--- config.mk ---
export PLATFORM = sky130hd
export DESIGN_NAME = vector_stable_sync_flat
export DESIGN_NICKNAME = d
export VERILOG_FILES = /design/src/rtl/vector_stable_sync_if.sv /design/src/rtl/vector_stable_sync.sv /design/src/flat_wrapper.sv
export SDC_FILE = /design/constraint.sdc
export NUM_CORES = 1
export LEC_CHECK = 0
export BUFFER_PORTS_ARGS = -buffer_cell sky130_fd_sc_hd__buf_2
export CORE_UTILIZATION = 40
export CTS_BUF_LIST = sky130_fd_sc_hd__clkbuf_16
export CTS_CLUSTER_SIZE = 14
export DETAILED_ROUTE_END_ITERATION = 10
export GPL_TIMING_DRIVEN = 0
export PLACE_DENSITY_LB_ADDON = 0.1
export SLEW_MARGIN = 20
export SYNTH_ARGS = -nofsm -noshare
export SYNTH_HDL_FRONTEND = slang
export SYNTH_SLANG_ARGS = --single-unit
--- constraint.sdc ---
create_clock -name clk_i -period 2.5 [get_ports clk_i]
set_input_delay 0.5 -clock clk_i [delete_from_list [all_inputs] [get_ports clk_i]]
set_output_delay 0.5 -clock clk_i [all_outputs]
set_load 0.02 [all_outputs]
--- src/rtl/vector_stable_sync_if.sv ---
// Signal bundle between a vector source and the vector_stable_sync block.
// The source side (master) drives the raw vector and controls; the synchroniser (slave) returns the committed word.
interface vector_stable_sync_if #(
    parameter int reg_width = 16
);
    logic                 clk_en_i;
    logic [reg_width-1:0] vecreg_i;
    logic                 freeze_i;
    logic [reg_width-1:0] vecreg_o;
    logic                 update_o;
    logic                 pending_o;

    modport master (
        output clk_en_i,
        output vecreg_i,
        output freeze_i,
        input  vecreg_o,
        input  update_o,
        input  pending_o
    );

    modport slave (
        input  clk_en_i,
        input  vecreg_i,
        input  freeze_i,
        output vecreg_o,
        output update_o,
        output pending_o
    );
endinterface

--- src/rtl/vector_stable_sync.sv ---
// Multi-bit synchroniser for an unclocked status/config vector: per-bit flop chain, then a whole-word
// stability filter that commits only after stable_cycles matching samples, with freeze and update strobe.
module vector_stable_sync #(
    parameter int                   reg_width     = 16,
    parameter logic [reg_width-1:0] reg_preset    = '0,
    parameter int                   resync_stages = 2,
    parameter int                   stable_cycles = 4
) (
    input  logic                 clk_i,
    input  logic                 nrst_i,
    vector_stable_sync_if.slave  bus
);
    localparam int              CntW   = $clog2(stable_cycles) + 1;
    localparam logic [CntW-1:0] CntMax = CntW'(stable_cycles - 1);

    logic [reg_width-1:0] r_sync [resync_stages];
    logic [reg_width-1:0] r_cand;
    logic [reg_width-1:0] r_vec;
    logic [CntW-1:0]      r_cnt;
    logic                 r_upd;

    logic [reg_width-1:0] w_s;
    logic                 w_match;
    logic                 w_commit;

    // Stage 0 may go metastable; only the last stage feeds any decision logic.
    assign w_s      = r_sync[resync_stages-1];
    assign w_match  = (w_s == r_cand);
    assign w_commit = bus.clk_en_i && w_match && (r_cnt == CntMax)
                      && (r_cand != r_vec) && !bus.freeze_i;

    always_ff @(posedge clk_i or negedge nrst_i) begin
        if (!nrst_i) begin
            for (int i = 0; i < resync_stages; i++) begin
                r_sync[i] <= reg_preset;
            end
        end else if (bus.clk_en_i) begin
            r_sync[0] <= bus.vecreg_i;
            for (int i = 1; i < resync_stages; i++) begin
                r_sync[i] <= r_sync[i-1];
            end
        end
    end

    // Any change at the synchroniser output restarts the stability window; the count saturates
    // so a frozen, stable candidate commits on the first unfrozen enabled edge.
    always_ff @(posedge clk_i or negedge nrst_i) begin
        if (!nrst_i) begin
            r_cand <= reg_preset;
            r_cnt  <= '0;
        end else if (bus.clk_en_i) begin
            if (!w_match) begin
                r_cand <= w_s;
                r_cnt  <= '0;
            end else if (r_cnt != CntMax) begin
                r_cnt <= r_cnt + 1'b1;
            end
        end
    end

    always_ff @(posedge clk_i or negedge nrst_i) begin
        if (!nrst_i) begin
            r_vec <= reg_preset;
            r_upd <= 1'b0;
        end else begin
            r_upd <= w_commit;
            if (w_commit) begin
                r_vec <= r_cand;
            end
        end
    end

    assign bus.vecreg_o  = r_vec;
    assign bus.update_o  = r_upd;
    assign bus.pending_o = (r_cand != r_vec);
endmodule

--- src/flat_wrapper.sv ---
// flat-port wrapper written by rule: the top's interface ports become plain ports
module vector_stable_sync_flat 
#(
    parameter int                   reg_width     = 16,
    parameter logic [reg_width-1:0] reg_preset    = '0,
    parameter int                   resync_stages = 2,
    parameter int                   stable_cycles = 4
)
  (clk_i, nrst_i, bus_clk_en_i, bus_vecreg_i, bus_freeze_i, bus_vecreg_o, bus_update_o, bus_pending_o);
  vector_stable_sync_if #(.reg_width(reg_width)) bus_i ();
  input  logic clk_i;
  input  logic nrst_i;
  input wire logic [$bits(bus_i.clk_en_i)-1:0] bus_clk_en_i;
  input wire logic [$bits(bus_i.vecreg_i)-1:0] bus_vecreg_i;
  input wire logic [$bits(bus_i.freeze_i)-1:0] bus_freeze_i;
  output wire logic [$bits(bus_i.vecreg_o)-1:0] bus_vecreg_o;
  output wire logic [$bits(bus_i.update_o)-1:0] bus_update_o;
  output wire logic [$bits(bus_i.pending_o)-1:0] bus_pending_o;
  assign bus_i.clk_en_i = bus_clk_en_i;
  assign bus_i.vecreg_i = bus_vecreg_i;
  assign bus_i.freeze_i = bus_freeze_i;
  assign bus_vecreg_o = bus_i.vecreg_o;
  assign bus_update_o = bus_i.update_o;
  assign bus_pending_o = bus_i.pending_o;
  vector_stable_sync #(.reg_width(reg_width), .reg_preset(reg_preset), .resync_stages(resync_stages), .stable_cycles(stable_cycles)) u_core (.clk_i(clk_i), .nrst_i(nrst_i), .bus(bus_i));
endmodule
==> metrics.cfg, run 1 <==
[outcome]
status=complete, no violations

[cts]
cts_buffer_depth=2
clk_root_buffer_cell=clkbuf_16
path_clk_slew_ns=0.05
cts-resized-gates=0
post-cts-setup-buffers=0
cts_buffers=9
cts.sinks=68
clk_latency_ns=0.32
cts_tree=yes
htreeDepth=3
cts-hold-fix-buffers=0

[floorplanning]
core-area_sq_mm=0.00725
start_util_pct=41.2
die_h_um=88.5
die_area_sq_mm=0.00783
pin_count=38
die_width_um=88.5
rows=31

[sta]
fmax_ghz=0.428
hold_viol=0
finalCritPeriodShare_pct=93.5
rsz0062_at_grt=no
fin_crit_ns=2.34
relSlewSlack_pct=60.6
setup_violations=0
worst_pin_slew_ns=0.590
skew_ns=0.00425
finalSetupTns_ns=0
finalMaxSlewViolations=0

[yosys]
synthCells=196
synth_cell_types=22
synth_warnings=0
syn_nets=218
synth_seq_cells=68
ys_seq_area_share_pct=56.9
synth.avg_cell_area_sq_um=15.3
synth_area_sq_mm=0.00299

[setup_path]
path_max_fanout=10
r2r_start=u_core.r_cand[15]$_DFFE_PN0P_
crit_type=flop to flop
reg2reg_to=u_core.r_cand[10]$_DFFE_PN0P_
crit_chain=xor2_1 > nor4_2 > nand4_2 > nand2_1 > buf_4 > mux2_2
critPathLaunch=u_core.r_cand[15]$_DFFE_PN0P_
crit_arrival_ns=2.54
r2r.worst_path.cells=6
critical-path-top-delay-family=simple AND/OR/NAND/NOR gates
crit_end=u_core.r_cand[10]$_DFFE_PN0P_
worst-path-buf-inv=1
slowest_delay_ns=0.44
path_depth=6
r2r_slack_ns=0.16
critPathLaunchType=flop
endpoint_kind=flop
required_ns=2.70
critPathSlowestCell=dfrtp_1

[route]
drtIter0Drc=18
ant_nets=0
wl_um=5230
drc=0
wl_per_cell_um=15.0
vias=1680
drt_first_pass_iters=4
viasPerCell=4.83

[grt]
grt_pass1_vias=1706
grt_first_pass_wirelength_um=8850
antenna_found_initial=0
grt_max_degree=45
overflow=0
grt_usage_pct=15.6

[run]
drv_cap=0

[power_and_ir_drop]
power_leakage_nw=1.63
p_total_w=0.00300
p_per_area_mw_per_mm2=822
vdd_drop_max_mv=0.355

[place]
place.port_buffers=36
routabilityCongestion=0.667
dp_hpwl_um=3840

[cells_and_area]
drive_gt1_share_pct=48.6
areaGrowthSynthToFinish_pct=21.7
fin_nets=266
n_antenna_cell=0
fill_cells=657
utilization_pct=50.2

[worst_hold_path]
hold_path_class=primary input to asynchronous set/reset pin

state kept, by name, summed over array words and instances, names as in the netlist:
signal               count
u_core.w_s              16
u_core.bus.update_o      1
u_core.bus.vecreg_o     16
u_core.r_cnt             3
u_core.r_sync           16
u_core.r_cand           16
synthesized netlist by cell type:
library cell,count,area [sq um]
clkbuf_1,1,3.75
nand3b_1,2,15.0
buf_8,1,15.0
inv_1,5,18.8
nand2_1,1,3.75
ha_1,2,25.0
nor3_1,1,5.00
buf_4,1,7.51
mux2_2,49,552
nand4_2,1,12.5
xor2_1,16,140
o21a_1,1,7.51
o22ai_1,2,12.5
mux2i_1,1,10.0
mux2_4,10,150
buf_1,3,11.3
xnor2_1,16,140
nand4_1,4,25.0
nor3_4,1,16.3
dfrtp_1,68,1700
nor4_2,5,62.6
mux2_1,5,56.3
how the worst min path moves through the flow:
| stage | startpoint | endpoint | slack, ns | cells past startpoint |
|---|---|---|---|---|
| after global routing | nrst_i | u_core.bus.vecreg_o[5]$_DFFE_PN0P_ | 0.10 | 1 |
| after detailed placement | nrst_i | u_core.bus.vecreg_o[5]$_DFFE_PN0P_ | 0.43 | 1 |
| final | nrst_i | u_core.bus.vecreg_o[5]$_DFFE_PN0P_ | 0.08 | 1 |
| after CTS | nrst_i | u_core.bus.vecreg_o[5]$_DFFE_PN0P_ | 0.09 | 1 |
| after floorplan | nrst_i | u_core.bus.update_o$_DFF_PN0_ | 0.20 | 0 |
| after global placement | u_core.r_cnt[0]$_DFFE_PN0P_ | u_core.r_cnt[0]$_DFFE_PN0P_ | 0.47 | 1 |
layout make-up:
| type | count | area, sq um | area share, % |
|---|---|---|---|
| inverter | 5 | 18.8 | 0.515 |
| sequential | 68 | 1700 | 46.7 |
| clock buffer | 9 | 225 | 6.18 |
| buffer | 6 | 37.5 | 1.03 |
| multi-input combinational | 117 | 1230 | 33.9 |
| tap | 99 | 124 | 3.40 |
| clock inverter | 7 | 91.3 | 2.51 |
| timing repair buffer | 37 | 210 | 5.77 |
per-layer routing:
metal | global-route usage, % | vias to the layer above | part of all wire, %
met2 | 22.0 | 35 | 43
met1 | 22.7 | 845 | 52
met5 | 0 | - | 0
met4 | 7.04 | 0 | 1.3
li1 | - | 792 | -
met3 | 3.54 | 8 | 3.4
placed cells by master (no fill, tap or decap), drive strengths merged:
master and instances:
mux2i 1, ha 2, nand4 5, o22ai 2
nor3 2, bufinv 2, clkbuf 10, clkinvlp 1
xnor2 16, buf 42, nor4 5, o21a 1
dfrtp 68, xor2 16, nand2 1, clkinv 4
inv 5, nand3b 2, mux2 64
power by group:
| group | switching (W) | total, W | internal [W] | leakage [nW] |
|---|---|---|---|---|
| Clock | 0.000454 | 0.00132 | 0.000868 | 0.155 |
| Sequential | 0.000128 | 0.00135 | 0.00122 | 0.842 |
| Combinational | 0.000134 | 0.000327 | 0.000193 | 0.631 |
through the flow:
step	area (sq um)	cells	setup slack, ns	hold WS (ns)
after floorplan	2990	196	0.480	0.204
after global placement	3300	331	0.173	0.471
after detailed placement	3330	332	0.143	0.433
after CTS	3640	348	0.139	0.0888
after global routing	3640	348	0.00000377	0.102
final	3640	348	0.162	0.0839
cell families after synthesis:
kind of cell	count (synthesis)	synth area share, %
buffers and inverters	11	1.88
muxes	65	25.7
and+or+nand+nor	15	4.68
AOI/OAI and AO/OA	3	0.669
adders and majority gates	2	0.836
xor gates and xnor gates	32	9.37
DFF	68	56.9
Power figures use the tool's default switching activity.
==> run 2: changes to the inputs <==
--- a/config.mk
+++ b/config.mk
@@ -7,7 +7,6 @@
 export LEC_CHECK = 0
 export BUFFER_PORTS_ARGS = -buffer_cell sky130_fd_sc_hd__buf_2
 export CORE_UTILIZATION = 40
-export CTS_BUF_LIST = sky130_fd_sc_hd__clkbuf_16
 export CTS_CLUSTER_SIZE = 14
 export DETAILED_ROUTE_END_ITERATION = 10
 export GPL_TIMING_DRIVEN = 0
==> run 2 against run 1 <==
Against the previous run:
- first-iteration DRC count is 28% higher
- critical path depth unchanged
- clock power decreased by 26%
- fmax is 0.88% higher
- clock-buffer cell count stayed put
- wire length decreased by 0.33%
- hold slack worse by 0.020 ns
- core utilization down 1.4 points
- non-clock buffer count stayed put
- register-to-register slack improved by 0.02 ns
- critical path type unchanged
==> metrics.cfg, run 2 (synthesized netlist as in run 1, its figures left out) <==
[floorplanning]
core-area_sq_mm=0.00725
pin_count=38
die_width_um=88.5
rows=31
die_h_um=88.5
die_area_sq_mm=0.00783
start_util_pct=41.2

[cts]
cts-resized-gates=0
clk_latency_ns=0.33
path_clk_slew_ns=0.07
cts.sinks=68
post-cts-setup-buffers=0
htreeDepth=3
cts-hold-fix-buffers=0
cts_tree=yes
cts_buffers=9
clk_root_buffer_cell=clkbuf_8
cts_buffer_depth=2

[power_and_ir_drop]
p_total_w=0.00265
combinationalPowerShare_pct=12.4
p_sw_w=0.000680
power_frac_seq_pct=50.7
swShare_pct=25.7
power_leakage_nw=1.58
p_per_area_mw_per_mm2=747
p_clk_share_pct=36.9
vdd_drop_max_mv=0.324
internal_power_w=0.00197

[route]
drt_first_pass_iters=4
wl_um=5210
ant_nets=0
viasPerCell=4.83
drtIter0Drc=23
wl_per_cell_um=15.0
vias=1681
drc=0

[cells_and_area]
layout.cells.non_filler=348
areaGrowthSynthToFinish_pct=18.4
n_antenna_cell=0
fin_nets=266
final_common_cell=dfrtp_1
utilization_pct=48.8
drive_gt1_share_pct=48.6
final_cell_mix=68 x dfrtp_1, 49 x mux2_2, 35 x buf_2, 16 x xnor2_1, 16 x xor2_1
fill_cells=668
final_area_sq_mm=0.00354

[setup_path]
crit_chain=xor2_1 > nor4_2 > nand4_2 > nand2_1 > buf_4 > mux2_2
path_max_fanout=10
critPathLaunchType=flop
required_ns=2.72
crit_arrival_ns=2.53
r2r_slack_ns=0.18
critPathSlowestCell=dfrtp_1
r2r_start=u_core.r_cand[12]$_DFFE_PN0P_
reg2reg_to=u_core.r_cand[4]$_DFFE_PN0P_
r2r.worst_path.cells=6
endpoint_kind=flop
crit_type=flop to flop
slowest_delay_ns=0.43

[sta]
finalSetupTns_ns=0
finalCritPeriodShare_pct=92.7
fmax_ghz=0.431
rsz0062_at_grt=no
hold_viol=0
worst_pin_slew_ns=0.590
skew_ns=0.00651
setup_violations=0
fin_crit_ns=2.32
finalMaxSlewViolations=0
relSlewSlack_pct=60.7

[place]
routabilityCongestion=0.667
place_area_sq_mm=0.00333
dp_hpwl_um=3840
place.port_buffers=36
place_inst=332

[grt]
grt_first_pass_wirelength_um=8810
grt_max_degree=45
antenna_found_initial=0
grt_usage_pct=15.6
grt_pass1_vias=1697
overflow=0

[worst_hold_path]
hold_path_class=primary input to asynchronous set/reset pin

[run]
drv_cap=0

[outcome]
status=complete, no violations

## run 2: per-stage QoR
step | hold WS (ns) | setup WS (ns)
2_1_floorplan | 0.204 | 0.480
3_3_place_gp | 0.471 | 0.173
3_5_place_dp | 0.433 | 0.143
4_1_cts | 0.0629 | 0.130
5_1_grt | 0.0750 | 0.00582
6_report | 0.0640 | 0.182
## run 2: worst max-delay path: cells and delay by family, from the launching register on
family / cells / cell delay (ns)
XOR/XNOR: 1 / 0.19
AND/OR/NAND/NOR: 3 / 0.96
flip-flops: 1 / 0.43
multiplexers: 1 / 0.35
buffers and inverters: 1 / 0.27
## run 2: per-layer routing
metal	wire length (um)	GRT usage (%)	up-vias
met2	2250	22.1	36
li1	-	-	787
met1	2700	22.5	848
met5	0	0	-
met3	179	3.54	10
met4	86	7.48	0
## run 2: power by group through the flow
stage,clock (W),sequential [W],combinational (W)
floorplan,0,0.00132,0.000258
global placement,0,0.00136,0.000324
detailed placement,0,0.00137,0.000334
CTS,0.00100,0.00134,0.000337
global route,0.00104,0.00137,0.000367
finish,0.000977,0.00134,0.000327
## run 2: worst max path at each step
| stage | startpoint | cells past startpoint | to |
|---|---|---|---|
| after floorplan | u_core.r_cand[9]$_DFFE_PN0P_ | 6 | u_core.bus.vecreg_o[10]$_DFFE_PN0P_ |
| after global placement | u_core.r_cand[15]$_DFFE_PN0P_ | 6 | u_core.bus.vecreg_o[15]$_DFFE_PN0P_ |
| after detailed placement | u_core.r_cand[12]$_DFFE_PN0P_ | 6 | u_core.bus.vecreg_o[5]$_DFFE_PN0P_ |
| after CTS | u_core.r_cand[1]$_DFFE_PN0P_ | 5 | bus_pending_o |
| after global routing | u_core.r_cand[15]$_DFFE_PN0P_ | 6 | u_core.r_cand[4]$_DFFE_PN0P_ |
| final | u_core.r_cand[12]$_DFFE_PN0P_ | 6 | u_core.r_cand[4]$_DFFE_PN0P_ |
## run 2: cell type report
cell class / instances / area, sq um / area share (%)
Tap cell: 99 / 124 / 3.50
Multi-Input combinational cell: 117 / 1230 / 34.8
Sequential cell: 68 / 1700 / 48.1
Clock inverter: 7 / 91.3 / 2.58
Clock buffer: 9 / 124 / 3.50
Inverter: 5 / 18.8 / 0.530
Timing Repair Buffer: 37 / 210 / 5.94
Buffer: 6 / 37.5 / 1.06
==> run 3: changes to the inputs <==
==> constraint.sdc (replaced) <==
create_clock -name clk_i -period 2.1 [get_ports clk_i]
set_input_delay 0.42 -clock clk_i [delete_from_list [all_inputs] [get_ports clk_i]]
set_output_delay 0.42 -clock clk_i [all_outputs]
set_load 0.02 [all_outputs]
==> run 3 against run 2 <==
Against the previous run:
- setup slack got worse by 0.18 ns
- clock skew fell by 0.0015 ns
- register-to-register slack got worse by 0.17 ns
- combinational power is 39% higher
- first-iteration DRC count rose to 2.7 times the previous value
- sequential share of layout area down 3.2 points
- design area up 7.3%
- largest power group unchanged
- power grew 21%
- hold slack improved by 0.25 ns
==> metrics.cfg, run 3 (synthesized netlist as in run 1, its figures left out) <==
[sta]
finalCritPeriodShare_pct=99.8
finalMaxSlewViolations=0
fmax_ghz=0.477
skew_ns=0.00498
hold_viol=0
setup_violations=0
finalSetupTns_ns=0
worst_pin_slew_ns=0.593
relSlewSlack_pct=60.4
rsz0062_at_grt=yes
fin_crit_ns=2.10

[grt]
antenna_found_initial=0
grt_usage_pct=16.7
overflow=0
grt_max_degree=45
grt_pass1_vias=1812
grt_first_pass_wirelength_um=9400

[cells_and_area]
final_cell_mix=66 x dfrtp_1, 48 x mux2_2, 34 x buf_2, 16 x mux2_4
fin_nets=286
layout.cells.non_filler=368
drive_gt1_share_pct=55.8
fill_cells=660
n_antenna_cell=0
final_area_sq_mm=0.00380
final_common_cell=dfrtp_1
areaGrowthSynthToFinish_pct=27.0

[setup_path]
slowest_delay_ns=0.43
endpoint_kind=primary output
critPathSlowestCell=dfrtp_1
crit_chain=xnor2_1 > nand4_1 > nor4_4 > inv_1 > buf_6
path_max_fanout=4
required_ns=1.68
crit_type=flop to primary output
crit_arrival_ns=1.68
critPathLaunchType=flop

[power_and_ir_drop]
power_leakage_nw=1.72
p_per_area_mw_per_mm2=846
vdd_drop_max_mv=0.386

[floorplanning]
start_util_pct=41.2
die_width_um=88.5
die_area_sq_mm=0.00783
pin_count=38
core-area_sq_mm=0.00725
rows=31
die_h_um=88.5

[run]
drv_cap=0

[place]
place_inst=332
dp_hpwl_um=3840
place.port_buffers=36
routabilityCongestion=0.667
place_area_sq_mm=0.00333

[cts]
cts.sinks=68
cts_buffers=9
cts_tree=yes
path_clk_slew_ns=0.07
htreeDepth=3
clk_root_buffer_cell=clkbuf_8
cts_buffer_depth=2
clk_latency_ns=0.33

[route]
ant_nets=0
wl_um=5590
drt_first_pass_iters=4
drc=0
drtIter0Drc=63
wl_per_cell_um=15.2
vias=1769
viasPerCell=4.81

[worst_hold_path]
hold_path_class=primary input to flop

[outcome]
status=complete, no violations

[run 3: changes by cell type in the layout (fill, tap and decap cells not counted), moves of 2 or more]
cell	before	now
mux2_4	10	16
dfrtp_1	68	66
dfrtp_2	0	2
buf_4	2	15
buf_6	0	5
mux2_1	5	0
[run 3: timing repair]
action / in CTS / in global routing
hold endpoints to repair: 24 / 0
pin swaps: 11 / 10
gates cloned: 1 / 0
resized for setup: 14 / 8
hold buffers: 1 / 0
setup endpoints to repair: 27 / 30
setup buffers: 16 / 2
[run 3: layout make-up]
type	instances	area (sq um)	area share, %
clock buffers	9	124	3.26
plain buffers	6	45.0	1.19
flip-flops and latches	68	1700	44.9
inverters	5	18.8	0.494
repair buffers	57	404	10.6
clock inverters	7	91.3	2.40
well taps	99	124	3.26
multi-input cells	117	1290	33.9
[run 3: worst max-delay path, delay by kind of cell (launching register included)]
family | cells | cell delay, ns
buffers and inverters | 2 | 0.21
XOR/XNOR | 1 | 0.17
AND/OR/NAND/NOR | 2 | 0.53
flip-flops | 1 | 0.43
[run 3: path summary, 6_finish.rpt]
path / endpoint / cells past startpoint / from / slack, ns
max: bus_pending_o / 5 / u_core.r_cand[5]$_DFFE_PN0P_ / 0.004
min: u_core.r_sync[26]$_DFFE_PN0P_ / 2 / bus_vecreg_i[10] / 0.32
max reg2reg: u_core.bus.vecreg_o[12]$_DFFE_PN0P_ / 7 / u_core.w_s[10]$_DFFE_PN0P_ / 0.01
min reg2reg: u_core.r_cnt[0]$_DFFE_PN0P_ / 1 / u_core.r_cnt[0]$_DFFE_PN0P_ / 0.49
max in group asynchronous: u_core.r_cand[11]$_DFFE_PN0P_ / 3 / nrst_i / 1.02
min in group asynchronous: u_core.bus.vecreg_o[5]$_DFFE_PN0P_ / 2 / nrst_i / 0.54
[run 3: per-layer routing]
layer  global-route usage, %  share of wire (%)  up-vias  routed length, um
met4                    7.48                1.1        0                 61
met3                    3.54                3.1        7                172
li1                        -                  -      832                  -
met5                       0                  0        -                  0
met2                    24.4                 45       34               2510
met1                    23.7                 51      896               2840
[run 3: power by group]
group / switching (W) / internal (W)
clock: 0.000494 / 0.000664
sequential: 0.000152 / 0.00145
combinational: 0.000186 / 0.000269
total: 0.000831 / 0.00238
[run 3: per-stage QoR]
stage	util, %	hold WS, ns	power [W]	worst slack, ns
CTS	51.7	0.297	0.00324	-0.0187
global route	52.4	0.299	0.00337	-0.111
global placement	45.4	0.471	0.00201	-0.227
floorplan	-	0.124	0.00188	0.0802
finish	52.4	0.315	0.00321	0.00406
detailed placement	45.9	0.353	0.00203	-0.257
